## config.mk

```make
export PLATFORM = sky130hd
export DESIGN_NAME = functional_unit
export DESIGN_NICKNAME = d
export VERILOG_FILES = /design/src/rtl/functional_unit.sv
export SDC_FILE = /design/constraint.sdc
export NUM_CORES = 1
export LEC_CHECK = 0
export CAP_MARGIN = 10
export CORE_MARGIN = 1
export CORE_UTILIZATION = 46
export DETAILED_ROUTE_END_ITERATION = 8
export PLACE_DENSITY = 0.81
export SYNTH_ARGS = -nofsm -noshare
export SYNTH_HDL_FRONTEND = slang
export SYNTH_SLANG_ARGS = --single-unit
```

## constraint.sdc

```tcl
create_clock -name clk -period 2.4 [get_ports clk]
set_input_delay 0.36 -clock clk [delete_from_list [all_inputs] [get_ports clk]]
set_output_delay 0.36 -clock clk [all_outputs]
set_load 0.01 [all_outputs]
```

## src/rtl/functional_unit.sv

```systemverilog
// functional_unit
//
// Execution stage that sits behind one reservation station. It accepts one
// issued instruction (tag, a, b), computes for LATENCY cycles, then holds the
// result and requests the common data bus until the arbiter grants it. The
// granted result is broadcast for exactly one cycle.
//
// Parameters:
//   ADD_OR_MUL : 0 = 32-bit add, 1 = 32-bit multiply (low word of product)
//   LATENCY    : compute cycles from accept to result-ready, 1..15
//
// Ports:
//   clk                   in   clock, all state changes on the rising edge
//   reset                 in   synchronous active-high reset
//   new_instruction       in   issue strobe from the reservation station
//   instruction_tag[2:0]  in   {ADD_OR_MUL, RS slot index}
//   a[31:0], b[31:0]      in   operands
//   functional_unit_ready out  unit can accept an issue this cycle
//   cdb_request           out  result held, waiting for the bus
//   cdb_grant             in   arbiter grant, only honoured while requesting
//   bus_valid_output      out  one-cycle broadcast strobe
//   broadcasted_tag[2:0]  out  tag of the broadcast result
//   broadcasted_value[31:0] out result value of the broadcast

module functional_unit #(
    parameter bit ADD_OR_MUL = 1'b0,
    parameter int LATENCY    = 2
) (
    input  logic        clk,
    input  logic        reset,
    input  logic        new_instruction,
    input  logic [2:0]  instruction_tag,
    input  logic [31:0] a,
    input  logic [31:0] b,
    output logic        functional_unit_ready,
    output logic        cdb_request,
    input  logic        cdb_grant,
    output logic        bus_valid_output,
    output logic [2:0]  broadcasted_tag,
    output logic [31:0] broadcasted_value
);

    typedef enum logic [1:0] {
        IDLE = 2'd0,
        BUSY = 2'd1,
        DONE = 2'd2
    } state_t;

    localparam logic [3:0] COUNT_INIT = 4'(LATENCY - 1);

    state_t      state, state_next;
    logic [3:0]  countdown, countdown_next;
    logic [2:0]  tag_reg, tag_next;
    logic [31:0] a_reg, a_next;
    logic [31:0] b_reg, b_next;
    logic [31:0] result_reg, result_next;
    logic        bus_valid_next;
    logic [2:0]  broadcasted_tag_next;
    logic [31:0] broadcasted_value_next;

    // The multiply keeps only the low 32 bits, which is also the correct low
    // word for two's-complement operands, so no signed variant is needed.
    function automatic logic [31:0] compute(input logic [31:0] x, input logic [31:0] y);
        if (ADD_OR_MUL)
            return x * y;
        else
            return x + y;
    endfunction

    // Both outputs are decoded purely from state so nothing combinational
    // leaks from the inputs to the outputs.
    assign functional_unit_ready = (state == IDLE);
    assign cdb_request           = (state == DONE);

    always_ff @(posedge clk) begin
        if (reset) begin
            state             <= IDLE;
            countdown         <= 4'd0;
            tag_reg           <= 3'd0;
            a_reg             <= 32'd0;
            b_reg             <= 32'd0;
            result_reg        <= 32'd0;
            bus_valid_output  <= 1'b0;
            broadcasted_tag   <= 3'd0;
            broadcasted_value <= 32'd0;
        end else begin
            state             <= state_next;
            countdown         <= countdown_next;
            tag_reg           <= tag_next;
            a_reg             <= a_next;
            b_reg             <= b_next;
            result_reg        <= result_next;
            bus_valid_output  <= bus_valid_next;
            broadcasted_tag   <= broadcasted_tag_next;
            broadcasted_value <= broadcasted_value_next;
        end
    end

    always_comb begin
        state_next             = state;
        countdown_next         = countdown;
        tag_next               = tag_reg;
        a_next                 = a_reg;
        b_next                 = b_reg;
        result_next            = result_reg;
        bus_valid_next         = 1'b0;
        broadcasted_tag_next   = broadcasted_tag;
        broadcasted_value_next = broadcasted_value;

        case (state)
            IDLE: begin
                if (new_instruction) begin
                    tag_next = instruction_tag;
                    a_next   = a;
                    b_next   = b;
                    // A single-cycle unit skips BUSY entirely, so the result
                    // has to be formed straight from the incoming operands.
                    if (LATENCY == 1) begin
                        result_next = compute(a, b);
                        state_next  = DONE;
                    end else begin
                        countdown_next = COUNT_INIT;
                        state_next     = BUSY;
                    end
                end
            end

            BUSY: begin
                if (countdown == 4'd0) begin
                    result_next = compute(a_reg, b_reg);
                    state_next  = DONE;
                end else begin
                    countdown_next = countdown - 4'd1;
                end
            end

            DONE: begin
                if (cdb_grant) begin
                    state_next             = IDLE;
                    bus_valid_next         = 1'b1;
                    broadcasted_tag_next   = tag_reg;
                    broadcasted_value_next = result_reg;
                end
            end

            default: begin
                state_next = IDLE;
            end
        endcase
    end

endmodule

```

# After elaboration in Yosys (flattened, before gate mapping)
# Cells that the tools add are included.
# op_classes
n_eq_ne	6
n_reduce_logical	9
n_addsub	2
mux	8
bitwise	1
# ops
op	n
32-bit adder	1
4-bit two-way mux	2
4-bit one-hot mux with 2 select lines	1
2-bit two-way mux	3
2-bit inequality test, second input constant	3
2-bit one-hot mux with 3 select lines	1
2-bit AND reduction	3
3-bit AND reduction	2
4-bit logical NOT	1
4-bit by 1-bit subtractor with 4-bit output, second input constant	1
2-bit by 1-bit equality test with 1-bit output, second input constant	1
2-bit equality test, second input constant	1
2-bit logical NOT	1
2-bit by 1-bit inequality test with 1-bit output, second input constant	1
2-bit nonzero test	1
2-bit OR reduction	1
1-bit two-way mux	1
1-bit inverter	1
# totals
reg_bits	141
elab_cells	35

# Longest topological paths before layout
# depth
depth_word	3
mapped_depth	10
ltp_nobuf	10

# Worst setup path after synthesis
# Ideal clock, no wire load.
# synth_timing
path_kind	register to register
start	register a_reg[0]
end	register result_reg[26]
path_buffers	0
period_less_slack_ns	2.488
setup_slack_ns	-0.088
required_time_ns	2.279
setup_time_ns	0.121
stages_incl_launch_ff	11
arrival_ns	2.367
path_cell_list	dfxtp_1 > ha_1 > fa_1 > a21oi_1 > o21ai_1 > a211oi_1 > o21ai_1 > a211o_1 > a31oi_1 > xor2_1 > o21ai_1
# synth_between
elab_chain_len	1
# synth_rtl
element	line_no	source
start, declared	54	logic [31:0] a_reg, a_next;
start signal, assigned	90	a_reg <= a_next;
32-bit adder	67	return x + y;
end signal, assigned	92	result_reg <= result_next;
end, declared	56	logic [31:0] result_reg, result_next;
# Every way passes these cells.
# A chain may end at the register's enable or synchronous reset.

# Final worst setup path
# Ends and elaborated chain as after synthesis.

==> summary.txt <==
Run status
  • Status: finished with violations
  • Failing checks: setup timing

Cells and area
  • Fin cells: 1168
  • P&R area growth vs syn: 34.74%
  • Fill count: 1156
  • Final net count: ~1.1k
  • Layout cell share with drive strength beyond 1: 0.1457
  • Design area: 0.009002 mm2
  • Multi-input gate area: approximately 0.0039 mm2
  • Total area of sequential cells: between 0.002 and 0.003 mm2
  • ANT cells: 0

Floorplanning
  • Core area: 0.01404 mm2
  • Ports: 109
  • Starting Density: 0.4758
  • Die Ht: ~120 um
  • Die X-Extent: 122.5 um
  • Cell Rows: 43
  • DIE AREA: roughly 0.015 mm2

Synthesis
  • Cells after synthesis: 854
  • Synth unique cells: 62
  • Synth top cells by count: 273 x nand2_1, 157 x a21oi_1, 141 x dfxtp_1, 36 x clkbuf_1, 32 x ha_1
  • EDFF count, synth: 0
  • Top_reg_cell synth: dfxtp_1
  • Most common cell in the synthesized netlist: nand2_1
  • Top cells by area, synth: dfxtp_1 42%, nand2_1 15%, a21oi_1 12%
  • FFs w/ async S/R, synth: 0
  • Yosys warns: 0
  • Synthesized flop and latch total: 141
  • Top cell type's share of synthesized area: 0.4225
  • Synth area leader: dfxtp_1
  • Sequential share of the synthesized area: 0.4225
  • Syn nets: around 960
  • Mean post-synth cell area: a little under 8 um2
  • Mapped Area: 0.006681 mm2

STA
  • Final setup margin: -0.07869 ns
  • Final setup viols: 5
  • Final Hold Violating Endpoints: 0
  • Minimum clock period: 2.479 ns
  • Setup TNS: -0.2317 ns
  • Hold slack: 0.3907 ns
  • Fmax: 0.4034 GHz
  • Max Slew Vio Count: 0
  • Final worst-path cycle share: 1.033
  • Least-Margin Pin Slew: 0.6139 ns
  • RSZ-0062 raised after global routing: yes
  • Slew Limit Headroom: 0.5907
  • Clk_skew: ~0.014 ns

Global route
  • Largest net degree at the start of global routing: 146
  • Vias in the first global route: 5618
  • Antenna violations before repair: 0
  • Grt ovf: 0
  • First-pass GRT wire length: 26250 um
  • GRT Overall Usage: 0.2222

Place
  • Post-place instance area: 0.008051 mm2
  • Post-Place Worst Slack: -0.2063 ns
  • Placed cells: 1121
  • Post-DP HPWL: 10920 um
  • IO Port Bufs: approximately 110
  • Routability cong.: 0.9296

Clock network
  • CTS buffer count: 17
  • CTS tree: done
  • CTS root buf: clkbuf_16
  • Clk sinks: 141
  • Clock transition at path regs: 0.06 ns
  • Clock H-tree levels: 4
  • Max Buffers Root-to-Sink: 2
  • Clk_lat worst skew: 0.43 ns

Power and ir drop
  • Net Sw Frac: 0.2802
  • Sequential share of power: 0.419
  • Pwr/cell area: around 680 mW/mm2
  • Clk pwr share: 0.416
  • Psw: 1.709 mW
  • Pint: 4.390 mW
  • Peak VDD IR: 0.4922 mV
  • Leak: between 3 and 4 nW
  • Combinational share of power: 0.166

Hold path
  • Hold Path Class: input pin to register

Routing
  • Iter 0 DRT Violations: slightly above 500
  • Post-route ant nets: 0
  • Post-DR wirelength/cell: 14.10 um
  • 1st-pass router iterations: 5
  • Vias per cell: 5.271
  • Vias: 6156
  • Final wirelength: 16470 um
  • Drt drc: 0

Worst setup path
  • Cell Chain, Critical Path: ha_4 > fa_2 > a21oi_4 > o21ai_4 > a211oi_2 > o21ai_2 > a211o_1 > a31oi_2 > xor2_1 > o21ai_1
  • Critical Path AT: 2.79 ns
  • Slowest stage delay, CP: ~0.38 ns
  • Crit start category: register
  • Buf/Inv on CP: 0
  • CP required: between 2 and 3 ns
  • Crit path kind: register to register
  • Crit-path slowest cell: fa_2
  • Crit path max fanout: 3
  • Crit end category: register
  • Largest delay contributor family on the critical path: compound AO/OA/AOI/OAI gates

Job
  • MaxCap Viol Count: 0
==> worst reg2reg max path: cells and delay by family, from the launching register on <==
kind | cells | cell delay, ns
xor+xnor | 1 | 0.17
flops | 1 | 0.34
compound gates | 7 | 1.31
fa+ha+maj | 2 | 0.56
==> area by class of cell <==
cell class                      count  area share
Multi-Input combinational cell    650      0.4289
Sequential cell                   141      0.3142
Timing Repair Buffer              155      0.1640
Clock buffer                       18     0.04878
Tap cell                          180     0.02502
Clock inverter                     14     0.01487
Inverter                           10    0.004170
==> routing by layer <==
layer / global-route usage / share of wire / vias up
li1: - / - / 3137
met1: 0.3015 / 0.46 / 2817
met2: 0.3466 / 0.46 / 178
met3: 0.05437 / 0.055 / 24
met4: 0.06860 / 0.016 / 0
met5: 0 / 0 / -
==> kinds of logic (layout without fill, tap and decap cells) <==
family / after synthesis / count (layout) / synth area share
simple gates: 361 / 361 / 0.2320
compound gates: 228 / 228 / 0.2062
flops: 141 / 141 / 0.4225
buf+inv: 63 / 197 / 0.03970
fa+ha+maj: 33 / 33 / 0.06292
xor+xnor: 28 / 28 / 0.03670
==> cells in the final DEF (no fill, tap or decap), types with 6 or more instances in the layout <==
| cell type | count |
|---|---|
| xnor2_1 | 17 |
| a21oi_1 | 149 |
| a21oi_2 | 9 |
| inv_1 | 10 |
| xor2_1 | 10 |
| nand4_1 | 7 |
| nand3_1 | 8 |
| nand2_1 | 272 |
| nor3_1 | 6 |
| clkbuf_16 | 17 |
| a21o_1 | 12 |
| buf_4 | 43 |
| nand2b_1 | 6 |
| o21ai_0 | 8 |
| nor2_1 | 26 |
| dfxtp_1 | 136 |
| ha_1 | 21 |
| clkdlybuf4s50_1 | 107 |
| ha_4 | 9 |
==> metrics by stage <==
step / utilization / total power [mW]
detailed placement: 0.5734 / 3.520
global placement: 0.5734 / 3.502
finish: 0.6411 / 6.098
floorplan: - / 3.175
global route: 0.6411 / 6.351
CTS: 0.6200 / 6.052
==> timing repair <==
item,4_1_cts,5_1_grt
hold buffers,0,0
hold endpoints to repair,0,0
buffers inserted,5,10
gates resized for setup,12,37
endpoints found under the setup margin,10,15
pin swaps,11,27
cloned,0,0
==> power groups by stage <==
| stage | logic (mW) | clock network (mW) | registers, mW |
|---|---|---|---|
| 4_1_cts | 0.945 | 2.57 | 2.54 |
| 3_5_place_dp | 0.930 | 0 | 2.59 |
| 6_report | 1.01 | 2.53 | 2.55 |
| 5_1_grt | 1.11 | 2.68 | 2.57 |
| 3_3_place_gp | 0.917 | 0 | 2.59 |
| 2_1_floorplan | 0.605 | 0 | 2.57 |
==> path summary, 6_finish.rpt <==
kind / slack [ns] / cells past startpoint / startpoint / to
max: -0.08 / 10 / a_reg[0] / result_reg[26]
min: 0.39 / 3 / reset / result_reg[24]
max reg2reg: -0.08 / 10 / a_reg[0] / result_reg[26]
min reg2reg: 0.45 / 2 / result_reg[17] / broadcasted_value[17]
No activity file was read; power rests on OpenSTA's default activity.
